### src/rtl/logic_arb_pkg.sv
// Shared definitions for the two-requester logic-unit arbiter.
// Holds the op encoding, the FSM state encoding and the default widths.
// The optional grant counters are enabled with the LOGIC_ARB_STATS_EN macro.
package logic_arb_pkg;

  localparam int unsigned W_DEF     = 8;
  localparam int unsigned CNT_W_DEF = 8;

  localparam logic OP_XOR = 1'b0;
  localparam logic OP_AND = 1'b1;

  // 2'd3 is unused; the FSM recovers from it to IDLE
  typedef enum logic [1:0] {
    IDLE = 2'd0,
    EXEC = 2'd1,
    RESP = 2'd2
  } state_t;

endpackage

### src/rtl/logic_arb_if.sv
// Request/response bundle between the requesters, the arbiter and the consumer.
// Ports: req_valid/req_ready per requester, operands and op per requester,
//        rsp_valid/rsp_ready handshake with rsp_data and rsp_id.
// slave  = arbiter side, master = requester/consumer side.
interface logic_arb_if
  import logic_arb_pkg::*;
#(
  parameter int unsigned W = W_DEF
) ();

  logic [1:0]   req_valid;
  logic [1:0]   req_ready;
  logic [W-1:0] req_a0;
  logic [W-1:0] req_b0;
  logic         req_op0;
  logic [W-1:0] req_a1;
  logic [W-1:0] req_b1;
  logic         req_op1;
  logic         rsp_valid;
  logic         rsp_ready;
  logic [W-1:0] rsp_data;
  logic         rsp_id;

  modport slave (
    input  req_valid, req_a0, req_b0, req_op0, req_a1, req_b1, req_op1, rsp_ready,
    output req_ready, rsp_valid, rsp_data, rsp_id
  );

  modport master (
    output req_valid, req_a0, req_b0, req_op0, req_a1, req_b1, req_op1, rsp_ready,
    input  req_ready, rsp_valid, rsp_data, rsp_id
  );

endinterface

### src/rtl/rr_arb2.sv
// Two-way round-robin grant logic, purely combinational.
// Ports: req[1:0] requests, last_grant index of previous winner,
//        enable gates all grants, gnt[1:0] one-hot or zero.
module rr_arb2 (
  input  logic [1:0] req,
  input  logic       last_grant,
  input  logic       enable,
  output logic [1:0] gnt
);

  // On a tie the requester that did not win last time goes first;
  // a lone requester is always granted.
  always_comb begin
    gnt = 2'b00;
    if (enable) begin
      if (req == 2'b11) begin
        gnt = last_grant ? 2'b01 : 2'b10;
      end else begin
        gnt = req;
      end
    end
  end

endmodule

### src/rtl/logic_unit_arbiter.sv
// Shares one registered XOR/AND unit between two requesters with
// round-robin arbitration and one transaction in flight.
// Ports: clk, rst (synchronous, active high), bus (logic_arb_if.slave),
//        grant_cnt0/grant_cnt1 saturating accept counters when
//        LOGIC_ARB_STATS_EN is defined.
// req_ready is combinational from req_valid while idle; all other outputs are registered.
module logic_unit_arbiter
  import logic_arb_pkg::*;
#(
  parameter int unsigned W = W_DEF
`ifdef LOGIC_ARB_STATS_EN
  ,
  parameter int unsigned CNT_W = CNT_W_DEF
`endif
) (
  input  logic             clk,
  input  logic             rst,
  logic_arb_if.slave       bus
`ifdef LOGIC_ARB_STATS_EN
  ,
  output logic [CNT_W-1:0] grant_cnt0,
  output logic [CNT_W-1:0] grant_cnt1
`endif
);

  state_t       state_q, state_d;
  logic [W-1:0] a_q, a_d;
  logic [W-1:0] b_q, b_d;
  logic         op_q, op_d;
  logic         id_q, id_d;
  logic [W-1:0] data_q, data_d;
  logic         rsp_id_q, rsp_id_d;
  logic         valid_q, valid_d;
  logic         last_q, last_d;
  logic [1:0]   gnt;
  logic         arb_en;
  logic         win;

  // Grants only in IDLE and never while reset is asserted
  assign arb_en = (state_q == IDLE) && !rst;

  rr_arb2 u_rr_arb2 (
    .req        (bus.req_valid),
    .last_grant (last_q),
    .enable     (arb_en),
    .gnt        (gnt)
  );

  assign win           = gnt[1];
  assign bus.req_ready = gnt;
  assign bus.rsp_valid = valid_q;
  assign bus.rsp_data  = data_q;
  assign bus.rsp_id    = rsp_id_q;

  // Next-state and datapath
  always_comb begin
    state_d  = state_q;
    a_d      = a_q;
    b_d      = b_q;
    op_d     = op_q;
    id_d     = id_q;
    data_d   = data_q;
    rsp_id_d = rsp_id_q;
    valid_d  = valid_q;
    last_d   = last_q;
    case (state_q)
      IDLE: begin
        if (gnt != 2'b00) begin
          a_d     = win ? bus.req_a1  : bus.req_a0;
          b_d     = win ? bus.req_b1  : bus.req_b0;
          op_d    = win ? bus.req_op1 : bus.req_op0;
          id_d    = win;
          last_d  = win;
          state_d = EXEC;
        end
      end
      EXEC: begin
        case (op_q)
          OP_XOR:  data_d = a_q ^ b_q;
          OP_AND:  data_d = a_q & b_q;
          default: data_d = a_q ^ b_q;
        endcase
        rsp_id_d = id_q;
        valid_d  = 1'b1;
        state_d  = RESP;
      end
      RESP: begin
        if (bus.rsp_ready) begin
          valid_d = 1'b0;
          state_d = IDLE;
        end
      end
      default: begin
        valid_d = 1'b0;
        state_d = IDLE;
      end
    endcase
  end

  // State register
  always_ff @(posedge clk) begin
    if (rst) begin
      state_q  <= IDLE;
      a_q      <= '0;
      b_q      <= '0;
      op_q     <= OP_XOR;
      id_q     <= 1'b0;
      data_q   <= '0;
      rsp_id_q <= 1'b0;
      valid_q  <= 1'b0;
      last_q   <= 1'b1;
    end else begin
      state_q  <= state_d;
      a_q      <= a_d;
      b_q      <= b_d;
      op_q     <= op_d;
      id_q     <= id_d;
      data_q   <= data_d;
      rsp_id_q <= rsp_id_d;
      valid_q  <= valid_d;
      last_q   <= last_d;
    end
  end

`ifdef LOGIC_ARB_STATS_EN
  // Saturating per-requester accept counters
  always_ff @(posedge clk) begin
    if (rst) begin
      grant_cnt0 <= '0;
      grant_cnt1 <= '0;
    end else begin
      if (gnt[0] && (grant_cnt0 != '1)) grant_cnt0 <= grant_cnt0 + CNT_W'(1);
      if (gnt[1] && (grant_cnt1 != '1)) grant_cnt1 <= grant_cnt1 + CNT_W'(1);
    end
  end
`endif

endmodule

### src/flat_wrapper.sv
// flat-port wrapper written by rule: the top's interface ports become plain ports
module logic_unit_arbiter_flat import logic_arb_pkg::*;
#(
  parameter int unsigned W = W_DEF

)
  (clk, rst, bus_req_valid, bus_req_a0, bus_req_b0, bus_req_op0, bus_req_a1, bus_req_b1, bus_req_op1, bus_rsp_ready, bus_req_ready, bus_rsp_valid, bus_rsp_data, bus_rsp_id);
  logic_arb_if #(.W(W)) bus_i ();
  input  logic clk;
  input  logic rst;
  input wire logic [$bits(bus_i.req_valid)-1:0] bus_req_valid;
  input wire logic [$bits(bus_i.req_a0)-1:0] bus_req_a0;
  input wire logic [$bits(bus_i.req_b0)-1:0] bus_req_b0;
  input wire logic [$bits(bus_i.req_op0)-1:0] bus_req_op0;
  input wire logic [$bits(bus_i.req_a1)-1:0] bus_req_a1;
  input wire logic [$bits(bus_i.req_b1)-1:0] bus_req_b1;
  input wire logic [$bits(bus_i.req_op1)-1:0] bus_req_op1;
  input wire logic [$bits(bus_i.rsp_ready)-1:0] bus_rsp_ready;
  output wire logic [$bits(bus_i.req_ready)-1:0] bus_req_ready;
  output wire logic [$bits(bus_i.rsp_valid)-1:0] bus_rsp_valid;
  output wire logic [$bits(bus_i.rsp_data)-1:0] bus_rsp_data;
  output wire logic [$bits(bus_i.rsp_id)-1:0] bus_rsp_id;
  assign bus_i.req_valid = bus_req_valid;
  assign bus_i.req_a0 = bus_req_a0;
  assign bus_i.req_b0 = bus_req_b0;
  assign bus_i.req_op0 = bus_req_op0;
  assign bus_i.req_a1 = bus_req_a1;
  assign bus_i.req_b1 = bus_req_b1;
  assign bus_i.req_op1 = bus_req_op1;
  assign bus_i.rsp_ready = bus_rsp_ready;
  assign bus_req_ready = bus_i.req_ready;
  assign bus_rsp_valid = bus_i.rsp_valid;
  assign bus_rsp_data = bus_i.rsp_data;
  assign bus_rsp_id = bus_i.rsp_id;
  logic_unit_arbiter #(.W(W)) u_core (.clk(clk), .rst(rst), .bus(bus_i));
endmodule
### config.mk
export PLATFORM = sky130hd
export DESIGN_NAME = logic_unit_arbiter_flat
export DESIGN_NICKNAME = d
export VERILOG_FILES = /design/src/rtl/logic_arb_pkg.sv /design/src/rtl/logic_arb_if.sv /design/src/rtl/rr_arb2.sv /design/src/rtl/logic_unit_arbiter.sv /design/src/flat_wrapper.sv
export SDC_FILE = /design/constraint.sdc
export NUM_CORES = 1
export LEC_CHECK = 0
export ABC_AREA = 1
export CAP_MARGIN = 20
export CORE_UTILIZATION = 47
export CTS_CLUSTER_DIAMETER = 80
export CTS_CLUSTER_SIZE = 16
export DETAILED_ROUTE_END_ITERATION = 10
export PLACE_DENSITY = 0.8
export SYNTH_ARGS = -nofsm -noshare
export SYNTH_HDL_FRONTEND = slang
export SYNTH_SLANG_ARGS = --single-unit
### constraint.sdc
create_clock -name clk -period 1.85 [get_ports clk]
set_clock_uncertainty 0.1 [all_clocks]
set_input_delay 0.555 -clock clk [delete_from_list [all_inputs] [get_ports clk]]
set_output_delay 0.555 -clock clk [all_outputs]
set_load 0.05 [all_outputs]
# [Word level (Yosys, flattened, before mapping)]
# Cells that the tools add are included.
[totals] ff_bits=31 inputBits=39 output_inout_bits=12 elab_cells=37
[classes] n_eq_ne=5 bitwise_logic=4 mux=12 reduce_logical=7
[op_table] cell="two-way mux 8 bit" n=2
[op_table] cell="one-hot mux 8 bit (2 select lines)" n=1
[op_table] cell="two-way mux 2 bit" n=5
[op_table] cell="bitwise AND 8 bit" n=1
[op_table] cell="bitwise XOR 8 bit" n=1
[op_table] cell="one-hot mux 2 bit (3 select lines)" n=1
[op_table] cell="AND reduction 2 bit" n=3
[op_table] cell="equality test 2 bit (second input constant)" n=2
[op_table] cell="!= test 2 bit (second input constant)" n=2
[op_table] cell="one-hot mux 1 bit (3 select lines)" n=1
[op_table] cell="equality test 2 x 1 -> 1 bit (second input constant)" n=1
[op_table] cell="zero test 2 bit" n=1
[op_table] cell="two-way mux 1 bit" n=2
[op_table] cell="inverter 1 bit" n=2
[op_table] cell="nonzero test 2 bit" n=1
[op_table] cell="logical AND 1 bit" n=1
[op_table] cell="zero test 1 bit" n=1

# [Depth between registers and ports, before layout]
[depth] ltp_word=6 depth_mapped=8 ltp_nobuf=7

# [By module]
# From an unflattened synthesis, not the netlist that was laid out.
[unflattened] cells_unflattened=265 hier_area_um2=1674.1
[by_module_without_submodules] mod="logic_unit_arbiter" n_inst=1 cells_each=260 area_per_inst_um2=1652.8
[by_module_without_submodules] mod="rr_arb2" n_inst=1 cells_each=5 area_per_inst_um2=21.3

# [Least setup slack after synthesis]
# Ideal clock, no wire load.
[synth_timing] path_type="input port to output port" start="in rst" end="out bus_req_ready[1]" required_ps=1195 path_buffers=1 stages=4 t_arrival_ps=1411 path_slack_ps=-216 path_cell_list="inv_1 nand4_2 clkbuf_1 inv_1"
[synth_between] elab_chain_cells=3
[synth_rtl] item="start: declaration" line="flat_wrapper.sv:10" source="input logic rst;"
[synth_rtl] item="zero test 1 bit" line="logic_unit_arbiter.sv:40" source="assign arb_en = (state_q == IDLE) && !rst;"
[synth_rtl] item="logical AND 1 bit" line="logic_unit_arbiter.sv:40"
[synth_rtl] item="two-way mux 2 bit" line="rr_arb2.sv:15" source="if (enable) begin"
[synth_rtl] item="end: declaration" line="flat_wrapper.sv:19" source="output wire logic [$bits(bus_i.req_ready)-1:0] bus_req_ready;"
# No other way between the ends.

# [Final worst setup path]
[layout_timing] start="in rst" end="out bus_req_ready[0]"
# The elaborated chain is that of the path after synthesis.

==> impl_metrics.env <==
export IMPL_die_y_um=62.0
export IMPL_netlist_top_cells_area="dfxtp_1, nor2_1, nand2_1"
export IMPL_die_width_um=62.0
export IMPL_ir_drop_uv=251
export IMPL_dr_total_vias=1752
export IMPL_crit_path_cell_trace="clkdlybuf4s15_2, inv_4, nand2_4, inv_2, nand2_2, clkinvlp_4, buf_12"
export IMPL_placed_area_um2=2430
export IMPL_p_leak_nw=1.21
export IMPL_final_area_um2=2560
export IMPL_hold_violations=0
export IMPL_critical_path_required_ns=1.19
export IMPL_drv_cap=0
export IMPL_cellPowerDensity_nw_per_um2=705
export IMPL_endpoint_kind="output pin"
export IMPL_layout_common_cells="nor2_1, nand2_1, clkdlybuf4s50_1"
export IMPL_n_antenna_cell=0
export IMPL_violations="negative setup slack"
export IMPL_synth_seq_cells=31
export IMPL_finalCriticalPeriod_ns=1.90
export IMPL_drt_initial_drc_count=54
export IMPL_grt_max_degree=37
export IMPL_grt_setup_unrepaired="true"
export IMPL_track_usage_pct=23.9
export IMPL_synthesis_area_um2=1690
export IMPL_finalCoreUtilization_pct=75.5
export IMPL_wl_per_cell_um=11.2
export IMPL_grt_pass1_wl_mm=6.71
export IMPL_yosysWarnings=0
export IMPL_status="complete, but fails checks"
export IMPL_synth_cell_type_count=18
export IMPL_seqCellArea_um2=627
export IMPL_cp_slowest_cell="clkdlybuf4s15_2"
export IMPL_setup_ws_ns=-0.0467
export IMPL_rrSetupSlack_ns=0.16
export IMPL_area_growth_pct=51.3
export IMPL_clk_pin_slew_ns=0.10
export IMPL_min_path_cells=2
export IMPL_synth_nets=300
export IMPL_tightest_slew_ns=0.346
export IMPL_cts_sinks=31
export IMPL_drive_gt1_share_pct=17.7
export IMPL_gr_total_overflow=0
export IMPL_ios=51
export IMPL_max_stage_delay_ns=0.20
export IMPL_worstSkewPairLatency_ns=0.32
export IMPL_cts_hold_buffers=0
export IMPL_fin_cells=362
export IMPL_final_common_cell="nor2_1"
export IMPL_power_total_mw=1.80
export IMPL_firstDrtPassIters=4
export IMPL_die_area_um2=3840
export IMPL_timing_fmax_mhz=527
export IMPL_rows=21
export IMPL_cts_root_buf="clkbuf_4"
export IMPL_min_period_over_period_pct=103
export IMPL_gp_congestion=0.763
export IMPL_min_path_type="reg2reg"
export IMPL_multi_input_area_um2=932
export IMPL_synth_top_cell_area_share_pct=36.7
export IMPL_max_slew_margin_rel_pct=76.9
export IMPL_via_per_inst=4.84
export IMPL_fin_nets=362
export IMPL_setup_violations=1
export IMPL_syn_area_per_cell_um2=6.68
export IMPL_synth_top_cell_by_area="dfxtp_1"
export IMPL_dp_cells=348
export IMPL_seq_area_frac_synth_pct=36.7
export IMPL_synthCells=253
export IMPL_portBuffers=50
export IMPL_initial_core_util_pct=49.9
export IMPL_drc_errors=0
export IMPL_htree_levels=2
export IMPL_final_antenna_net_count=0
export IMPL_core_um2=3390
export IMPL_cts_tree="done"
export IMPL_grt_pass1_vias=1547
export IMPL_routed_wl_mm=4.06
export IMPL_path_max_fanout=3
export IMPL_criticalPathCategory="in2out"
export IMPL_cp_start_kind="primary input"
export IMPL_cts_buffer_depth=2
export IMPL_dp_hpwl_mm=2.90
export IMPL_r2r_cells=11
export IMPL_grt_antenna_before_repair=0
export IMPL_cts_made_buffers=5
export IMPL_arrival_ns=1.24
export IMPL_drv_slew=0
export IMPL_n_fill_cell=265
[sequential cells by signal, summed over array words and instances (netlist names)]
| register | cells |
|---|---|
| u_core.bus.rsp_valid | 1 |
| u_core.state_q | 2 |
| u_core.a_q | 8 |
| u_core.bus.rsp_id | 1 |
| u_core.id_q | 1 |
| u_core.b_q | 8 |
| u_core.last_q | 1 |
| u_core.bus.rsp_data | 8 |
| u_core.op_q | 1 |
[repair_timing]
action / CTS / global route
buffers inserted: 7 / 0
gates resized for setup: 20 / 1
pin swaps: 5 / 1
setup endpoints to repair: 2 / 20
[critical path, delay by kind of cell]
kind | cells | cell delay, ns
simple gates | 2 | 0.14
buf+inv | 5 | 0.54
[Yosys cell counts]
master	instances
clkbuf_1	6
nand3_1	3
clkinv_1	2
a21oi_1	18
a211oi_1	1
nor2_2	1
a21oi_4	1
nand3b_1	16
o21ai_0	26
nor2_1	56
nand2_2	2
buf_6	1
buf_2	6
inv_1	25
nand4_2	1
dfxtp_1	31
ha_1	8
nand2_1	49
[per-layer routing]
layer	GRT usage, %	share of wire [%]	up-vias
met4	7.94	0.67	0
li1	-	-	924
met5	0	0	-
met2	38.9	50	53
met3	4.97	3.6	4
met1	31.5	45	771
[through the flow]
step | TNS [ns] | setup WS [ns] | hold slack (ns)
2_1_floorplan | 0 | 0.00774 | 0.344
3_3_place_gp | -4.67 | -0.400 | 0.353
3_5_place_dp | -5.53 | -0.406 | 0.366
4_1_cts | -0.0486 | -0.0486 | 0.380
5_1_grt | -0.149 | -0.118 | 0.418
6_report | -0.0467 | -0.0467 | 0.384
[final cells by class]
| type | count | share of cell area (%) |
|---|---|---|
| Clock inverter | 3 | 0.587 |
| Inverter | 27 | 4.31 |
| Sequential cell | 31 | 24.5 |
| Timing Repair Buffer | 68 | 30.4 |
| Multi-Input combinational cell | 182 | 36.4 |
| Tap cell | 46 | 2.25 |
| Clock buffer | 5 | 1.47 |
[cells by family after synthesis]
family | count (synthesis) | share of synthesized area, %
AO/OA/AOI/OAI | 46 | 14.4
adder cells (fa/ha/maj) | 8 | 5.92
buffers and inverters | 40 | 9.77
flip-flops | 31 | 36.7
AND/OR/NAND/NOR | 128 | 33.2
[where the power goes]
group	internal, mW	switching, mW	leakage [nW]
clock network	0.141	0.228	0.0347
registers	0.741	0.0582	0.256
logic	0.317	0.317	0.924
total	1.20	0.603	1.21
[path summary, 6_finish.rpt]
| kind | from | to |
|---|---|---|
| hold reg to reg | u_core.id_q | u_core.id_q |
| setup reg to reg | u_core.state_q[1] | u_core.a_q[6] |
| hold / removal | u_core.id_q | u_core.id_q |
| setup / recovery | rst | bus_req_ready[0] |
(Power assumes the default switching activity.)
